==> src/rtl/mp3_pkg.sv <==
// Shared constants and types for the MP3 main-data reservoir write path.
package mp3_pkg;

    localparam logic [10:0] HDR_BYTES       = 11'd4;
    localparam logic [10:0] CRC_BYTES       = 11'd2;
    localparam logic [10:0] SI_BYTES_MONO   = 11'd17;
    localparam logic [10:0] SI_BYTES_STEREO = 11'd32;

    typedef enum logic [1:0] {
        IDLE,
        SKIP,
        MAIN,
        DONE
    } loader_state_t;

    // Bytes ahead of main data: header, optional CRC, side info.
    function automatic logic [10:0] overhead_bytes(input logic mono, input logic crc_present);
        return HDR_BYTES + (crc_present ? CRC_BYTES : 11'd0)
                         + (mono ? SI_BYTES_MONO : SI_BYTES_STEREO);
    endfunction

endpackage

==> src/rtl/byte_serializer.sv <==
// Byte-to-bit serializer feeding the reservoir FIFO, MSB first, stalled by fifo_full.
module byte_serializer (
    input  logic       clk,
    input  logic       rst,
    input  logic       clear,
    input  logic       load,
    input  logic [7:0] byte_in,
    input  logic       fifo_full,
    output logic       load_ok,
    output logic       fifo_din,
    output logic       fifo_wr_en,
    output logic       last_write
);

    logic [7:0] sr_q, sr_d;
    logic [3:0] bit_cnt_q, bit_cnt_d;

    always_comb begin
        // A new byte may land while the final bit of the current one is written.
        load_ok    = (bit_cnt_q == 4'd0) || ((bit_cnt_q == 4'd1) && !fifo_full);
        fifo_wr_en = (bit_cnt_q != 4'd0) && !fifo_full && !clear;
        fifo_din   = sr_q[7];
        last_write = fifo_wr_en && (bit_cnt_q == 4'd1);
    end

    always_comb begin
        sr_d      = sr_q;
        bit_cnt_d = bit_cnt_q;
        if (clear) begin
            sr_d      = 8'd0;
            bit_cnt_d = 4'd0;
        end else if (load) begin
            sr_d      = byte_in;
            bit_cnt_d = 4'd8;
        end else if (fifo_wr_en) begin
            sr_d      = {sr_q[6:0], 1'b0};
            bit_cnt_d = bit_cnt_q - 4'd1;
        end
    end

    always_ff @(posedge clk or posedge rst) begin
        if (rst) begin
            sr_q      <= 8'd0;
            bit_cnt_q <= 4'd0;
        end else begin
            sr_q      <= sr_d;
            bit_cnt_q <= bit_cnt_d;
        end
    end

endmodule

==> src/rtl/reservoir_loader.sv <==
// Reservoir FIFO write side: skips frame overhead bytes, serialises main-data bytes to bits.
import mp3_pkg::*;

module reservoir_loader (
    input  logic        clk,
    input  logic        rst,
    input  logic        frame_start,
    input  logic [10:0] frame_bytes,
    input  logic        mono,
    input  logic        crc_present,
    input  logic [7:0]  byte_in,
    input  logic        byte_valid,
    output logic        byte_ready,
    input  logic        fifo_full,
    output logic        fifo_din,
    output logic        fifo_wr_en,
    output logic        frame_done,
    output logic        frame_err,
    output logic        frame_abort,
    output logic [10:0] main_bytes
);

    loader_state_t state_q, state_d;
    logic [10:0]   byte_cnt_q, byte_cnt_d;
    logic [10:0]   frame_len_q, frame_len_d;
    logic [10:0]   ovh_q, ovh_d;
    logic [10:0]   main_bytes_q, main_bytes_d;
    logic          err_q, err_d;
    logic          abort_q, abort_d;

    logic [10:0] new_ovh;
    logic        ser_load_ok;
    logic        last_write;
    logic        accept;
    logic        ser_load;

    assign new_ovh     = overhead_bytes(mono, crc_present);
    assign accept      = byte_valid && byte_ready;
    assign ser_load    = accept && (state_q == MAIN);
    assign frame_done  = (state_q == DONE) && !frame_start;
    assign frame_err   = err_q;
    assign frame_abort = abort_q;
    assign main_bytes  = main_bytes_q;

    byte_serializer u_ser (
        .clk        (clk),
        .rst        (rst),
        .clear      (frame_start),
        .load       (ser_load),
        .byte_in    (byte_in),
        .fifo_full  (fifo_full),
        .load_ok    (ser_load_ok),
        .fifo_din   (fifo_din),
        .fifo_wr_en (fifo_wr_en),
        .last_write (last_write)
    );

    always_comb begin
        byte_ready = 1'b0;
        if (!frame_start) begin
            case (state_q)
                SKIP:    byte_ready = 1'b1;
                MAIN:    byte_ready = (byte_cnt_q != frame_len_q) && ser_load_ok;
                default: byte_ready = 1'b0;
            endcase
        end
    end

    always_comb begin
        state_d      = state_q;
        byte_cnt_d   = byte_cnt_q;
        frame_len_d  = frame_len_q;
        ovh_d        = ovh_q;
        main_bytes_d = main_bytes_q;
        err_d        = 1'b0;
        abort_d      = 1'b0;
        if (frame_start) begin
            abort_d     = (state_q != IDLE);
            frame_len_d = frame_bytes;
            ovh_d       = new_ovh;
            byte_cnt_d  = 11'd0;
            if (frame_bytes < new_ovh) begin
                err_d   = 1'b1;
                state_d = IDLE;
            end else begin
                state_d = SKIP;
            end
        end else begin
            case (state_q)
                SKIP: begin
                    if (accept) begin
                        byte_cnt_d = byte_cnt_q + 11'd1;
                        if (byte_cnt_q == ovh_q - 11'd1) begin
                            state_d = (frame_len_q == ovh_q) ? DONE : MAIN;
                        end
                    end
                end
                MAIN: begin
                    if (accept) begin
                        byte_cnt_d = byte_cnt_q + 11'd1;
                    end
                    if ((byte_cnt_q == frame_len_q) && last_write) begin
                        state_d = DONE;
                    end
                end
                DONE: begin
                    main_bytes_d = frame_len_q - ovh_q;
                    state_d      = IDLE;
                end
                default: state_d = IDLE;
            endcase
        end
    end

    always_ff @(posedge clk or posedge rst) begin
        if (rst) begin
            state_q      <= IDLE;
            byte_cnt_q   <= 11'd0;
            frame_len_q  <= 11'd0;
            ovh_q        <= 11'd0;
            main_bytes_q <= 11'd0;
            err_q        <= 1'b0;
            abort_q      <= 1'b0;
        end else begin
            state_q      <= state_d;
            byte_cnt_q   <= byte_cnt_d;
            frame_len_q  <= frame_len_d;
            ovh_q        <= ovh_d;
            main_bytes_q <= main_bytes_d;
            err_q        <= err_d;
            abort_q      <= abort_d;
        end
    end

endmodule

==> config.mk <==
export PLATFORM = sky130hd
export DESIGN_NAME = reservoir_loader
export DESIGN_NICKNAME = d
export VERILOG_FILES = /design/src/rtl/mp3_pkg.sv /design/src/rtl/byte_serializer.sv /design/src/rtl/reservoir_loader.sv
export SDC_FILE = /design/constraint.sdc
export NUM_CORES = 1
export LEC_CHECK = 0
export ABC_CLOCK_PERIOD_IN_PS = 6100
export CAP_MARGIN = 5
export CELL_PAD_IN_SITES_DETAIL_PLACEMENT = 1
export CELL_PAD_IN_SITES_GLOBAL_PLACEMENT = 1
export CORE_ASPECT_RATIO = 1.25
export CORE_UTILIZATION = 46
export DETAILED_ROUTE_END_ITERATION = 10
export HOLD_SLACK_MARGIN = 0.03
export PLACE_DENSITY_LB_ADDON = 0.3
export REMOVE_ABC_BUFFERS = 1
export SLEW_MARGIN = 20
export SYNTH_ARGS = -nofsm -noshare
export SYNTH_HDL_FRONTEND = slang
export SYNTH_SLANG_ARGS = --single-unit
==> constraint.sdc <==
create_clock -name clk -period 6.1 [get_ports clk]
set_input_delay 1.83 -clock clk [delete_from_list [all_inputs] [get_ports clk]]
set_output_delay 1.83 -clock clk [all_outputs]
set_load 0.05 [all_outputs]
---- Word-level counts from Yosys, hierarchy flattened ----
Index checks and enable logic that the tools add are counted.
storage, ports and cells
  bits in registers ....................... 60
  input bits .............................. 26
  output and inout bits ................... 17
  logic and storage cells ................. 73
cells by class
  $add $sub $neg .......................... 6
  $lt $le $gt $ge ......................... 1
  equality and inequality tests ........... 11
  multiplexer cells ....................... 23
  bitwise gates (word level) .............. 1
  reduce and logical (&&, ||, !) cells .... 22
operators by type and width
  operator               number
  $eq 11x11->1           3
  $mux 11                3
  $mux 8                 3
  $mux 4                 3
  $add 11x1->11 const B  1
  $lt 11x7->1            1
  $ne 11x11->1           1
  $sub 11x1->11 const B  1
  $sub 11x11->11         1
  $mux 2                 5
  $logic_and 1x1->1      9
  $add 4x6->7            1
  $mux 1                 6
  $mux 6                 1
  $ne 3x3->1 const B     2
  $reduce_bool 2->1      3
  $add 3x2->4 const A    1
  $eq 2x2->1 const B     2
  $eq 4x1->1 const B     1
  $logic_not 4->1        1
  $pmux 2 s2             1
  $reduce_and 2->1       2
  $reduce_bool 4->1      1
  $sub 4x1->4 const B    1
  other kinds (9)        10

---- Longest topological paths before layout ----
  depth in word-level cells ............... 10
  gate-level depth with buffers ........... 11

---- Hierarchy ----
Synthesis repeated with hierarchy kept, for this count alone.
second synthesis, totals
  cell total of the unflattened synthesis .. 342
  area, all modules ....................... 3274.4 µm²
by module, submodules not included
  module            times used  cells an instance  area an instance (µm²)
  reservoir_loader  1           264                2562.5
  byte_serializer   1           78                 711.9

---- Worst setup path before layout ----
No wires, ideal clock.
  path kind ............................... input-to-output
  from .................................... in frame_start
  to ...................................... out byte_ready
  data arrival time ....................... 3.367 ns
  data required time ...................... 4.270 ns
  path slack .............................. 0.903 ns
  stages .................................. 3
  cell sequence ........................... buf_2 -> clkbuf_1 -> nor3b_1
between the ends
  longest elaborated chain between the ends .. 1
RTL lines
  element      RTL line                text
  from (decl)  reservoir_loader.sv:7   input logic frame_start,
  $mux 1       reservoir_loader.sv:60  if (!frame_start) begin
  to (decl)    reservoir_loader.sv:13  output logic byte_ready,
Every way passes these cells.

---- Worst setup path in the final report ----
  from .................................... in frame_start
  to ...................................... out frame_done
between the ends
  longest elaborated chain between the ends .. 2
RTL lines
  element            RTL line                text
  $logic_not 1->1    reservoir_loader.sv:40  assign frame_done = (state_q == DONE) && !frame_start;
  $logic_and 1x1->1  reservoir_loader.sv:40
  to (decl)          reservoir_loader.sv:17  output logic frame_done,
Every way passes these cells.

==> impl_metrics.env <==
export IMPL_finalHoldWorstSlack_ns=0.486
export IMPL_gr_usage_all_layers_pct=22.8
export IMPL_report_final_setup_viol=0
export IMPL_holdCritPathClass="reg -> reg"
export IMPL_rsz0062_at_grt="false"
export IMPL_critical_path_peak_fanout=23
export IMPL_min_delay_path_depth=2
export IMPL_final_hold_violation_count=0
export IMPL_clockBufferDepth=2
export IMPL_power_mw=1.07
export IMPL_max_slew_headroom_at_the_worst_pin_pct=54.2
export IMPL_layout_nets=405
export IMPL_synth_seq_area_share_pct=42.0
export IMPL_setup_worst_path_start_class="input port"
export IMPL_end_kind="primary output"
export IMPL_die_w_um=76.1
export IMPL_synth_top_area_share_pct=42.0
export IMPL_antenna_found_initial=0
export IMPL_max_cap_violations=0
export IMPL_first_global_vias=2643
export IMPL_die_area_mm2=0.00721
export IMPL_synth_top_area_cell="sky130_fd_sc_hd__dfrtp_1"
export IMPL_synth_lib_cells_used_distinct=47
export IMPL_detail_route_antenna_nets=0
export IMPL_clock_insertion_delay_worst_skew_ns=0.31
export IMPL_fp_dieH_um=94.7
export IMPL_edff_count_synth=0
export IMPL_area_delta_synth_final_pct=17.1
export IMPL_clock_tree_htree_level_count=2
export IMPL_place_gp_congestion=0.769
export IMPL_slew_viol_final=0
export IMPL_ctsHoldBuffers=0
export IMPL_synth_most_common_cell="sky130_fd_sc_hd__dfrtp_1"
export IMPL_wire_length_of_the_first_global_routing_pass_mm=12.8
export IMPL_post_cts_resized=0
export IMPL_async_s_r_ff_share_synth_pct=100
export IMPL_post_synth_cell_area_avg_um2=9.69
export IMPL_cp_required_ns=4.27
export IMPL_power_leakage_nw=1.57
export IMPL_share_of_final_layout_standard_cells_stronger_than_drive_strength_1_pct=8.61
export IMPL_half_perimeter_wire_length_after_detailed_placement_mm=5.68
export IMPL_cts_tree="done"
export IMPL_design_area_mm2=0.00370
export IMPL_drt_pre_antenna_iters=4
export IMPL_critPathArrivalTime_ns=3.25
export IMPL_clockRootBuffer="sky130_fd_sc_hd__clkbuf_8"
export IMPL_gr_overflow_total=0
export IMPL_fin_setup_tns_ns=0
export IMPL_grt_start_max_net_pins=54
export IMPL_cts_sinks=53
export IMPL_synth_ff_type="sky130_fd_sc_hd__dfrtp_1"
export IMPL_via_count=2434
export IMPL_netSwitchingFraction_pct=39.6
export IMPL_fin_skew_ns=0.00847
export IMPL_min_period_over_period_pct=83.4
export IMPL_clkPwrFrac_pct=17.4
export IMPL_post_layout_nonfiller_instances=447
export IMPL_post_route_min_period_ns=5.08
export IMPL_power_density_mw_per_mm2=288
export IMPL_synth_cell_area_mm2=0.00316
export IMPL_power_frac_comb_pct=40.8
export IMPL_area_post_placement_mm2=0.00363
export IMPL_cts_setup_buffers=0
export IMPL_placed_cells_incl_taps=441
export IMPL_seqPwrFrac_pct=41.8
export IMPL_total_switching_power_uw=422
export IMPL_post_synth_inst_count=326
export IMPL_yosys_register_bits=53
export IMPL_first_iter_violations=85
export IMPL_worst_setup_path_type="in -> out"
export IMPL_n_antenna_cell=0
export IMPL_routed_wl_mm=7.41
export IMPL_floorplan_io_pins=43
export IMPL_avgViaCountPerCell=5.45
export IMPL_outcome="finished clean"
export IMPL_yosys_warnings=0
export IMPL_ys_top_cells_by_area="sky130_fd_sc_hd__dfrtp_1 42%, sky130_fd_sc_hd__ha_1 6.7%, sky130_fd_sc_hd__xor2_1 5.8%, sky130_fd_sc_hd__xnor2_1 3.9%, sky130_fd_sc_hd__nand2_1 3.3%"
export IMPL_placement_rows=33
export IMPL_power_ir_vdd_worst_v=0.000173
export IMPL_remaining_drc_errors=0
export IMPL_core_area_mm2=0.00661
export IMPL_synth_common_cells="53 x sky130_fd_sc_hd__dfrtp_1, 28 x sky130_fd_sc_hd__nand2_1, 27 x sky130_fd_sc_hd__nor2_1, 23 x sky130_fd_sc_hd__inv_1"
export IMPL_place_port_buffers=42
export IMPL_reg2regPathDepth=9
export IMPL_cts_buffers=5
export IMPL_routedWlPerCell_um=16.6
export IMPL_tightest_slew_ns=0.687
export IMPL_maxClockFrequency_mhz=197
export IMPL_start_util_pct=47.8
export IMPL_internal_power_uw=644
export IMPL_worst_setup_hold_path_clk_slew_ns=0.09
[layer usage]
layer	track usage, %	vias up	part of all wire [%]
li1	-	1179	-
met1	25.0	1203	39
met2	45.2	43	56
met3	3.67	9	2.9
met4	6.73	0	1.5
met5	0	-	0
[final cells by class]
type | instances | area [um2]
repair buffers | 46 | 468
clock buffers | 5 | 68.8
fillers | 753 | 2910
well taps | 87 | 109
inverters | 24 | 90.1
multi-input cells | 231 | 1630
flip-flops and latches | 53 | 1330
clock inverters | 1 | 5.00
[state kept, by name (all words and copies together), names as in the netlist]
| register | cells |
|---|---|
| byte_cnt_q | 11 |
| frame_len_q | 11 |
| main_bytes | 11 |
| u_ser.sr_q | 8 |
| ovh_q | 4 |
| u_ser.bit_cnt_q | 4 |
| state_q | 2 |
| frame_abort | 1 |
| frame_err | 1 |
[power groups by stage]
stage                     registers, mW  logic, mW  clock network [mW]
after floorplan                   0.572      0.162                   0
after global placement            0.450      0.428                   0
after detailed placement          0.453      0.440                   0
after CTS                         0.446      0.441               0.193
after global routing              0.454      0.469               0.206
final                             0.445      0.435               0.185
[layout by cell type (no fill, tap or decap), drive strengths merged, types with 2 or more instances in the layout]
cell	instances
dfrtp	53
clkdlybuf4s50	39
nand2	28
nor2	27
inv	24
o21ai	23
xor2	21
ha	17
xnor2	14
nor3	13
mux2i	9
nand3	9
mux2	8
a21oi	8
a211oi	8
nor4	7
buf	7
clkbuf	5
a31oi	4
nand4	4
nor2b	3
or3	3
o21a	2
and3	2
nor3b	2
nand3b	2
nand2b	2
nor4b	2
o31ai	2
a2111oi	2
[metrics by stage]
| stage | utilization, % | worst slack (ns) |
|---|---|---|
| after floorplan | - | 0.214 |
| after global placement | 54.9 | 1.02 |
| after detailed placement | 54.9 | 0.982 |
| after CTS | 56.0 | 0.981 |
| after global routing | 56.0 | 0.920 |
| final | 56.0 | 1.02 |
[final timing paths]
check / slack (ns) / end / from
max in group asynchronous: 3.62 / frame_len_q[3] / rst
min in group asynchronous: 2.01 / state_q[1] / rst
worst max register to register: 3.50 / state_q[0] / ovh_q[4]
worst max-delay path: 1.02 / frame_done / frame_start
worst min register to register: 0.49 / main_bytes[3] / main_bytes[3]
worst min-delay path: 0.49 / main_bytes[3] / main_bytes[3]
[worst max-delay path, cell delays in order]
cell	delay [ns]
sky130_fd_sc_hd__clkdlybuf4s50_1	0.67
sky130_fd_sc_hd__inv_2	0.17
sky130_fd_sc_hd__nand2_1	0.10
sky130_fd_sc_hd__buf_4	0.22
sky130_fd_sc_hd__inv_1	0.07
sky130_fd_sc_hd__buf_4	0.19
[logic make-up (layout without fill, tap and decap cells)]
group	count (synthesis)	count (layout)	synth area share, %
AO/OA/AOI/OAI	54	54	11.8
XOR/XNOR	35	35	9.70
adder cells (fa/ha/maj)	18	18	7.37
buffers and inverters	42	76	6.45
flip-flops	53	53	42.0
multiplexers	17	17	5.70
AND/OR/NAND/NOR	107	107	17.0
Note: power is estimated with default switching activity, not from simulation.
